[config.mk]
export PLATFORM = sky130hd
export DESIGN_NAME = alu_pipe_proc
export DESIGN_NICKNAME = d
export VERILOG_FILES = /design/src/rtl/alu_pipe_proc.sv
export SDC_FILE = /design/constraint.sdc
export NUM_CORES = 1
export LEC_CHECK = 0
export BUFFER_PORTS_ARGS = -buffer_cell sky130_fd_sc_hd__clkbuf_2
export CAP_MARGIN = 20
export CORE_UTILIZATION = 65
export DETAILED_ROUTE_END_ITERATION = 16
export GPL_TIMING_DRIVEN = 0
export PLACE_DENSITY = 0.87
export SETUP_SLACK_MARGIN = 0.3
export SLEW_MARGIN = 20
export SYNTH_ARGS = -nofsm -noshare
export SYNTH_HDL_FRONTEND = slang
export SYNTH_SLANG_ARGS = --single-unit
[constraint.sdc]
create_clock -name clk -period 9.6 [get_ports clk]
set_input_delay 1.44 -clock clk [delete_from_list [all_inputs] [get_ports clk]]
set_output_delay 1.44 -clock clk [all_outputs]
set_load 0.01 [all_outputs]
[src/rtl/alu_pipe_proc.sv]
// alu_pipe_proc: registered WIDTH-bit ALU with valid/ready handshakes on both
// sides. Logic, add/sub and shift ops finish one edge after accept. MUL uses
// shift-add over WIDTH steps, so it finishes WIDTH+1 edges after accept.
// The result and flags {neg, carry, zero} are held until the consumer takes them.
//
// Ports:
//   clk, rst              clock, synchronous active-high reset
//   op, in1, in2          opcode and operands, sampled on accept
//   in_valid / in_ready   request handshake (in_ready is combinational)
//   out, flags            result register and its flags
//   out_valid / out_ready result handshake
//   write_reg             out_valid & out_ready, the register-file write strobe
//
// Configuration: define ALU_FLAGS_EN to compute flags. If it is not defined,
// flags is tied to 3'b000.
module alu_pipe_proc #(
   parameter int unsigned WIDTH = 8
) (
   input  logic             clk,
   input  logic             rst,
   input  logic [2:0]       op,
   input  logic [WIDTH-1:0] in1,
   input  logic [WIDTH-1:0] in2,
   input  logic             in_valid,
   output logic             in_ready,
   output logic [WIDTH-1:0] out,
   output logic [2:0]       flags,
   output logic             out_valid,
   input  logic             out_ready,
   output logic             write_reg
);

   localparam int unsigned SHW = $clog2(WIDTH);
   localparam int unsigned PW  = 2 * WIDTH;

   localparam logic [2:0] OP_AND = 3'b000;
   localparam logic [2:0] OP_OR  = 3'b001;
   localparam logic [2:0] OP_XOR = 3'b010;
   localparam logic [2:0] OP_NOT = 3'b011;
   localparam logic [2:0] OP_ADD = 3'b100;
   localparam logic [2:0] OP_SUB = 3'b101;
   localparam logic [2:0] OP_SHR = 3'b110;
   localparam logic [2:0] OP_MUL = 3'b111;

   typedef enum logic {IDLE, BUSY} state_t;

   state_t           state, state_n;
   logic [WIDTH-1:0] out_n;
   logic             out_valid_n;
   logic [WIDTH-1:0] ma, ma_n, mb, mb_n;
   logic [PW-1:0]    acc, acc_n, acc_step;
   logic [SHW-1:0]   cnt, cnt_n;
   logic [WIDTH-1:0] alu_res, ld_res;
   logic             accept, mul_last, load_c;

   assign in_ready  = (state == IDLE) & (~out_valid | out_ready);
   assign write_reg = out_valid & out_ready;
   assign accept    = in_valid & in_ready;
   assign mul_last  = (state == BUSY) & (cnt == SHW'(WIDTH - 1));
   assign load_c    = ((state == IDLE) & accept & (op != OP_MUL)) | mul_last;

   // Shift-add step: add in the multiplicand at bit position cnt if the multiplier bit is set.
   assign acc_step = acc + (mb[cnt] ? (PW'(ma) << cnt) : PW'(0));

   // Single-cycle result. MUL never uses this path.
   always_comb begin
      alu_res = '0;
      case (op)
         OP_AND:  alu_res = in1 & in2;
         OP_OR:   alu_res = in1 | in2;
         OP_XOR:  alu_res = in1 ^ in2;
         OP_NOT:  alu_res = ~in1;
         OP_ADD:  alu_res = in1 + in2;
         OP_SUB:  alu_res = in1 - in2;
         OP_SHR:  alu_res = in1 >> in2[SHW-1:0];
         default: alu_res = '0;
      endcase
   end

   assign ld_res = (state == BUSY) ? acc_step[WIDTH-1:0] : alu_res;

`ifdef ALU_FLAGS_EN
   logic [WIDTH:0] sum_c;
   logic           alu_carry, ld_carry;
   logic [2:0]     flags_n;

   assign sum_c = (WIDTH + 1)'(in1) + (WIDTH + 1)'(in2);

   // Carry: add carry-out, subtract borrow, multiply high-half non-zero, otherwise 0.
   always_comb begin
      alu_carry = 1'b0;
      case (op)
         OP_ADD:  alu_carry = sum_c[WIDTH];
         OP_SUB:  alu_carry = (in1 < in2);
         default: alu_carry = 1'b0;
      endcase
   end

   assign ld_carry = (state == BUSY) ? (|acc_step[PW-1:WIDTH]) : alu_carry;
   assign flags_n  = load_c ? {ld_res[WIDTH-1], ld_carry, (ld_res == '0)} : flags;
`else
   assign flags = 3'b000;
`endif

   // Next-state and datapath update.
   always_comb begin
      state_n     = state;
      out_valid_n = out_valid;
      ma_n        = ma;
      mb_n        = mb;
      acc_n       = acc;
      cnt_n       = cnt;
      out_n       = load_c ? ld_res : out;
      if (write_reg) out_valid_n = 1'b0;
      if (load_c) out_valid_n = 1'b1;
      if (state == IDLE) begin
         if (accept && (op == OP_MUL)) begin
            ma_n    = in1;
            mb_n    = in2;
            acc_n   = '0;
            cnt_n   = '0;
            state_n = BUSY;
         end
      end else begin
         acc_n = acc_step;
         cnt_n = cnt + SHW'(1);
         if (mul_last) state_n = IDLE;
      end
   end

   // State and output registers.
   always_ff @(posedge clk) begin
      if (rst) begin
         state     <= IDLE;
         out       <= '0;
         out_valid <= 1'b0;
         ma        <= '0;
         mb        <= '0;
         acc       <= '0;
         cnt       <= '0;
`ifdef ALU_FLAGS_EN
         flags     <= 3'b000;
`endif
      end else begin
         state     <= state_n;
         out       <= out_n;
         out_valid <= out_valid_n;
         ma        <= ma_n;
         mb        <= mb_n;
         acc       <= acc_n;
         cnt       <= cnt_n;
`ifdef ALU_FLAGS_EN
         flags     <= flags_n;
`endif
      end
   end

endmodule
; ---- After elaboration in Yosys (flattened, before gate mapping)
; Cells that the tools add are included.
[classes]
addsub = 4
magnitude_cmp = 1
n_eq_ne = 9
shift = 2
muxes = 14
bitwise = 14
reduce_logical = 5
[op_table]
columns = op, count
row1 = 8-bit case mux with 7 select lines, 1
row2 = 16-bit 2-to-1 mux, 3
row3 = 16-bit adder, 1
row4 = 8-bit by 3-bit left shift with 16-bit output, 1
row5 = "3-bit == test, second input constant", 5
row6 = 8-bit adder, 1
row7 = 8-bit AND, 1
row8 = 8-bit 2-to-1 mux, 1
row9 = 8-bit NOT, 1
row10 = 8-bit OR, 1
row11 = 8-bit by 3-bit >> shifter with 8-bit output, 1
row12 = 8-bit subtractor, 1
row13 = 8-bit bitwise XOR, 1
row14 = 1-bit AND, 6
row15 = "3-bit by 2-bit == test with 1-bit output, second input constant", 2
row16 = 1-bit 2-to-1 mux, 6
row17 = 3-bit 2-to-1 mux, 2
row18 = "3-bit by 4-bit less-than comparator with 1-bit output, second input constant", 1
row19 = 2-bit nonzero test, 2
row20 = "3-bit by 1-bit adder with 3-bit output, second input constant", 1
row21 = 1-bit binary-select mux with 3-bit select, 1
row22 = "3-bit by 1-bit == test with 1-bit output, second input constant", 1
row23 = 3-bit zero test, 1
row24 = "3-bit inequality test, second input constant", 1
row25 = other kinds (4), 6
[word_totals]
register_bits = 45
input_bits = 23
out_inout_bits = 14
word_cells = 56

; ---- Depth between registers and ports, before layout
; Gate-level depths: netlist of the first run.
[logic_depth]
depth_word = 8
depth_mapped = 13
mapped_depth_nobuf = 12

; ---- Least setup slack after synthesis of the first run
; Ideal clock, no wire load.
[synth_timing]
path_kind = in2reg
start = in in2[0]
end = reg out[6]
setup_time_ns = 0.091
arrival_ns = 4.021
t_required_ns = 9.509
path_slack_ns = 5.488
path_stages = 11
cell_sequence = clkbuf_1 > inv_1 > ha_1 > mux2_2 > fa_1 > nand2b_1 > a21oi_1 > o21ai_0 > a2111oi_0 > nor3_1 > a311oi_1
[synth_between]
elab_chain_len = 3
[synth_lines]
columns = element, line
row1 = start: declaration, 23  ; input logic [WIDTH-1:0] in2,
row2 = "8-bit subtractor, or another cell as far along", 74  ; OP_SUB: alu_res = in1 - in2;
row3 = 8-bit case mux with 7 select lines (*), 68  ; case (op)
row4 = 8-bit 2-to-1 mux (*), 80  ; assign ld_res = (state == BUSY) ? acc_step[WIDTH-1:0] : alu_res;
row5 = end signal: assignment, 146  ; out <= out_n;
row6 = end: declaration, 26  ; output logic [WIDTH-1:0] out,
; Mark *: on every way between the ends. The rest lies on a longest branch, timed or not.
; A chain may end at the register's enable or synchronous reset.

; ---- Worst setup path in the final report of the first run
; Same ends and word-level chain as after synthesis.

==> summary.txt, run 1 <==
Outcome
  – Status: finished clean

Worst setup path
  – Cell count along the critical path: 12
  – Top Family by Delay on Critical Path: compound AO/OA/AOI/OAI gates
  – CP Capture Type: flop
  – Capture point of the worst reg-to-reg path: out[6]$_SDFFE_PP0P_
  – CP Data Required Time: 9.80 ns
  – Critical path fanouts, max: 9
  – Crit path DAT: 4.58 ns
  – Reg2reg setup slack: 6.04 ns
  – Worst Setup Path Type: in2reg
  – FF-to-FF Start: cnt[0]$_SDFFE_PP0P_
  – Startpoint types: primary input
  – CP Buf/Inv Count: 3
  – Slowest library cell on the worst path: clkbuf_1
  – Critical Path Sink: out[6]$_SDFFE_PP0P_
  – R2r worst-path depth: 12
  – Critical path's largest stage delay: 0.42 ns
  – Critical Path Start: in2[0]
  – Worst-path cell chain: clkbuf_2, clkbuf_1, inv_1, ha_1, mux2_2, fa_1, nand2b_1, a21oi_1, o21ai_0, a2111oi_0, nor3_1, a311oi_1

STA
  – Relative slew slack: 48.6%
  – Worst Tran Pin Value: 0.769 ns
  – Fin worst setup slack: 5.22 ns
  – Finish-stage setup viols: 0
  – Crit path time final: 4.38 ns
  – Post-route clock period utilization: 45.6%
  – Slew Limit Fails: 0
  – Fmax: 0.228 GHz
  – Setup TNS: 0 ns
  – Skew final: 0.00948 ns
  – Final hold vios: 0
  – RSZ-0062 raised after global routing: false

Power
  – Sw Share: 32.4%
  – Seq pwr share: 42.1%
  – Combinational power share: 28.9%
  – Cell Int Power: 261 uW
  – Clk pwr share: 29.1%
  – Worst VDD drop: 0.0000924 V
  – Pwr per Cell Area: 102 mW/mm^2
  – P_sw: 125 uW
  – Leak: 1.61 nW

Synthesis
  – Adder and majority cell fraction of the synthesized area: 13.1%
  – Synth Area in XOR/XNOR: 3.34%
  – Dominant cell type by area after synthesis: dfxtp_1
  – Number of enable flip-flop cells after synthesis: 0
  – Simple-gate share of the synthesized area: 19.9%
  – Cells after Synth: 420
  – Most frequent cells after synthesis: nand2_1, a21oi_1, dfxtp_1
  – Cell with the most instances after synthesis: nand2_1
  – Synthesized area: 0.00345 mm^2
  – Syn avg cell area: 8.20 um^2
  – Synth async-reset ratio: 0%
  – Predominant post-synthesis flop cell: dfxtp_1
  – Sequential area share after synthesis: 21.5%
  – Main combinational cell family by area after synthesis: simple AND/OR/NAND/NOR gates
  – Yosys reg bits: 37
  – Complex-gate fraction of the synthesized area: 19.0%
  – Post-synthesis mux area share: 16.4%
  – Synth top area cells: dfxtp_1, ha_1, mux4_2
  – Area share of the leading cell type in the synthesized netlist: 21.5%
  – YS warnings: 0
  – Cell variety after synth: 62

Clocking
  – CTS root buffer: clkbuf_8
  – PostCTS Resize Cnt: 0
  – TritonCTS Sinks: 37
  – CTS max path bufs: 2
  – H-tree depth reported by CTS: 2
  – Register clock-pin slew on the reported worst setup and hold paths: 0.07 ns
  – Post-CTS setup buffer count: 0
  – Total CTS buffers: 5
  – Worst-skew pair later-pin latency: 0.29 ns
  – CTS Hold Buffers Added: 0
  – CTS tree: done

Drt
  – Post-Route WL: 9170 um
  – Drt drc: 0
  – Via count: 3373
  – WL/cell: 17.3 um
  – Final ANT Viol Nets: 0
  – Drt via density: 6.35
  – DRT Pass-1 Iters: 5
  – Drt initial violations: 241

Finish
  – Final core utilization: 74.2%
  – P&R area growth vs syn: 9.91%
  – # nets final: 519
  – Layout cells sized above 1: 17.1%
  – Fin area: 0.00379 mm^2
  – Antenna cells: 0

Die
  – Die Wd: 74.8 um
  – Initial core utilization: 67.5%
  – Die area: 0.00560 mm^2
  – Rows: 26
  – Die Ht: 74.8 um
  – I/O Pins: 37
  – Core area: 0.00511 mm^2

Placement
  – Placed cell areas: 0.00370 mm^2
  – Gpl congestion: 0.959
  – Place WS: 4.94 ns
  – Post-DP HPWL: 7180 um
  – IO Port Bufs: 32

GRT
  – First-pass GRT wire length: 14400 um
  – Gr usage total: 34.4%
  – Largest net degree at the start of global routing: 11
  – Initial antenna violation count: 0
  – GRT overflow: 0
  – Vias in the first global route: 3053

Min path
  – Worst Hold Class: reg2reg

Flow run
  – MaxCap Viol Count: 0
## final cells by class
| cell class | instances | area (um^2) |
|---|---|---|
| Buffer | 26 | 126 |
| Clock buffer | 7 | 86.3 |
| Fill cell | 405 | 1320 |
| Inverter | 27 | 101 |
| Multi-Input combinational cell | 332 | 2480 |
| Sequential cell | 37 | 741 |
| Tap cell | 70 | 87.6 |
| Timing Repair Buffer | 32 | 160 |
## worst min path at each step
stage                     endpoint           startpoint  cells past startpoint
6_report        mb[5]$_SDFFE_PP0P_   mb[5]$_SDFFE_PP0P_                      2
5_1_grt        acc[6]$_SDFFE_PP0P_  acc[6]$_SDFFE_PP0P_                      2
4_1_cts        acc[4]$_SDFFE_PP0P_  acc[4]$_SDFFE_PP0P_                      2
3_5_place_dp   acc[4]$_SDFFE_PP0P_  acc[4]$_SDFFE_PP0P_                      2
3_3_place_gp    mb[7]$_SDFFE_PP0P_   mb[7]$_SDFFE_PP0P_                      2
2_1_floorplan   mb[4]$_SDFFE_PP0P_   mb[4]$_SDFFE_PP0P_                      2
## per-stage QoR
stage	power (mW)	hold WS (ns)	instances
floorplan	0.240	0.432	422
global placement	0.270	0.443	524
detailed placement	0.275	0.454	524
CTS	0.383	0.466	531
global route	0.404	0.484	531
finish	0.387	0.468	531
## routing by layer
layer | global-route usage, % | share of wire [%] | wire [um] | up-vias
met5 | 0 | 0 | 0 | -
met4 | 10.5 | 2.4 | 219 | 0
met3 | 5.62 | 8.2 | 755 | 24
met2 | 56.7 | 46 | 4260 | 172
met1 | 46.6 | 43 | 3930 | 1595
li1 | - | - | - | 1582
## registers in the layout, summed over array words and instances (netlist names)
signal / flops
acc: 8
cnt: 3
ma: 8
mb: 8
out: 8
out_valid: 1
state: 1
## power by group through the flow
stage | registers (mW) | logic [mW] | clock network (mW)
floorplan | 0.167 | 0.0733 | 0
global placement | 0.166 | 0.104 | 0
detailed placement | 0.166 | 0.108 | 0
CTS | 0.163 | 0.109 | 0.112
global route | 0.163 | 0.122 | 0.119
finish | 0.163 | 0.112 | 0.112
## tightest hold or removal path, delay by kind of cell, from the launching register on
family	cells	cell delay [ns]
simple gates	1	0.05
flops	1	0.31
compound gates	1	0.06
## logic make-up (layout without fill, tap and decap cells)
group           count (synthesis)  in the layout
simple gates                  146            146
compound gates                100            100
buf+inv                        53             92
mux                            37             37
flops                          37             37
fa+ha+maj                      35             35
xor+xnor                       11             11
other cells                     1              3
## layout by cell type, fill, tap and decap left out, types with 3 or more instances in the layout
master	instances
nand2_1	62
a21oi_1	37
dfxtp_1	37
nor2_1	34
ha_1	33
clkbuf_2	32
inv_1	25
mux2i_1	17
clkbuf_1	15
o21ai_0	12
mux4_2	11
nand3_1	9
buf_2	8
nand2b_1	8
xnor2_1	7
a22oi_1	6
clkbuf_8	6
o22ai_1	5
a31oi_1	5
nor2b_1	5
a311oi_1	5
mux2_2	4
nor3_1	4
nor4_1	4
and3_1	4
a211oi_1	4
o21ai_1	4
a21o_1	3
nor3b_1	3
xor2_1	3
buf_4	3
conb_1	3
No activity file was read; power rests on OpenSTA's default activity.
==> run 2: changes to the inputs <==
CORE_UTILIZATION = 54   (was 65)
PLACE_DENSITY = 0.77   (was 0.87)
clock period = 3.8 ns   (was 9.6 ns; I/O delays follow)
==> summary.txt, run 2 (synthesis results as in run 1) <==
Outcome
  – Status: finished clean

Drt
  – Met1 WL: 4120 um
  – Final ANT Viol Nets: 0
  – Met3 Routed Length: 605 um
  – WL/cell: 17.0 um
  – Drt via density: 6.19
  – Drt drc: 0
  – Drt initial violations: 279
  – DRT Pass-1 Iters: 6
  – Routed wl met2: 4200 um
  – Post-Route WL: 9120 um
  – Via count: 3324
  – Top Metal Used: met4

Placement
  – Placed cell areas: 0.00371 mm^2
  – IO Port Bufs: 32
  – Post-DP HPWL: 7050 um
  – Gpl congestion: 0.972
  – Place WS: -0.0198 ns

Die
  – Core area: 0.00603 mm^2
  – I/O Pins: 37
  – Rows: 28
  – Die Wd: 81.9 um
  – Die Ht: 81.9 um
  – Die area: 0.00670 mm^2
  – Initial core utilization: 57.2%

STA
  – Slew Limit Fails: 0
  – Relative slew slack: 51.6%
  – Final hold vios: 0
  – Fin worst setup slack: 0.498 ns
  – Final hold slack: 0.459 ns
  – Post-route clock period utilization: 86.9%
  – Skew final: 0.00765 ns
  – RSZ-0062 raised after global routing: false
  – Crit path time final: 3.30 ns
  – Finish-stage setup viols: 0
  – Worst Tran Pin Value: 0.723 ns
  – Fmax: 0.303 GHz

Power
  – Worst VDD drop: 0.000246 V
  – Leak: 1.65 nW
  – Pwr per Cell Area: 284 mW/mm^2

Finish
  – Layout cells sized above 1: 18.8%
  – Fillers: 540
  – Antenna cells: 0
  – Final core utilization: 64.1%
  – # nets final: 519
  – Most common cell after layout, fill and taps aside: nand2_1
  – Highest-count cells in the layout ignoring fill and taps: nand2_1, a21oi_1, dfxtp_1, nor2_1
  – P&R area growth vs syn: 12.2%
  – Fin area: 0.00386 mm^2

Clocking
  – CTS max path bufs: 2
  – Total CTS buffers: 5
  – Post-CTS setup buffer count: 0
  – CTS root buffer: clkbuf_8
  – TritonCTS Sinks: 37
  – PostCTS Resize Cnt: 2
  – CTS Hold Buffers Added: 0
  – Register clock-pin slew on the reported worst setup and hold paths: 0.08 ns
  – H-tree depth reported by CTS: 2
  – Worst-skew pair later-pin latency: 0.30 ns
  – CTS tree: done

GRT
  – Largest net degree at the start of global routing: 13
  – Initial antenna violation count: 0
  – First-pass GRT wire length: 14800 um
  – Vias in the first global route: 3027
  – Gr usage total: 29.4%
  – GRT overflow: 0

Worst setup path
  – Reg2reg setup slack: 0.57 ns
  – R2r worst-path depth: 12
  – FF-to-FF Start: cnt[0]$_SDFFE_PP0P_
  – CP Capture Type: flop
  – Worst Setup Path Type: in2reg
  – Startpoint types: primary input
  – Capture point of the worst reg-to-reg path: out[6]$_SDFFE_PP0P_
  – Crit path DAT: 3.49 ns
  – Critical path fanouts, max: 9
  – CP Data Required Time: 3.99 ns

Min path
  – Hold_sp: mb[7]$_SDFFE_PP0P_
  – Worst Hold Class: reg2reg
  – Hold path cells: 2
  – Min-Delay Endpoint: mb[7]$_SDFFE_PP0P_

Flow run
  – MaxCap Viol Count: 0
==> run 2: cell types whose count changed in the layout (fill, tap and decap cells not counted), moves of 2 or more <==
cell and change:
clkbuf_1 -3, bufinv_16 +2, nor4_1 -2, nor4_2 +2
==> run 2: how the worst max path moves through the flow <==
stage,from,to,slack [ns],depth (start not counted)
3_3_place_gp,in2[0],out[6]$_SDFFE_PP0P_,0.13,12
5_1_grt,in2[0],out[6]$_SDFFE_PP0P_,0.28,12
4_1_cts,cnt[0]$_SDFFE_PP0P_,out[6]$_SDFFE_PP0P_,0.34,12
2_1_floorplan,in2[0],out[6]$_SDFFE_PP0P_,0.56,11
3_5_place_dp,in2[0],out[6]$_SDFFE_PP0P_,-0.02,12
6_report,in2[0],out[6]$_SDFFE_PP0P_,0.50,12
==> run 2: area by class of cell <==
| type | count | area [um^2] | share of cell area (%) |
|---|---|---|---|
| flip-flops and latches | 37 | 742 | 19.2 |
| clock inverters | 3 | 65.1 | 1.68 |
| well taps | 75 | 93.8 | 2.43 |
| inverters | 27 | 101 | 2.62 |
| repair buffers | 32 | 160 | 4.14 |
| plain buffers | 26 | 131 | 3.40 |
| clock buffers | 5 | 68.8 | 1.78 |
| multi-input cells | 332 | 2500 | 64.7 |
==> run 2: metrics by stage <==
stage	instances	total power, mW	TNS [ns]
2_1_floorplan	422	0.607	0
3_3_place_gp	529	0.684	0
3_5_place_dp	529	0.692	-0.0198
4_1_cts	537	1.10	0
5_1_grt	537	1.15	0
6_report	537	1.10	0
==> run 2: worst max-delay path: stages <==
cell,delay (ns)
clkbuf_2,0.11
buf_2,0.24
inv_1,0.16
ha_1,0.31
mux2_2,0.30
fa_1,0.41
nand2b_1,0.20
a21oi_1,0.19
o21ai_0,0.13
a2111oi_1,0.42
nor3_1,0.11
a311oi_1,0.34
==> run 2: power breakdown <==
group | leakage [nW] | switching [mW] | internal, mW
registers | 0.301 | 0.00960 | 0.401
logic | 1.28 | 0.164 | 0.116
clock network | 0.0681 | 0.148 | 0.261
==> run 2: layer usage <==
metal  global-route usage [%]  vias up
met5                        0        -
li1                         -     1580
met3                     4.11       18
met4                     10.9        0
met2                     47.3      142
met1                     39.8     1584
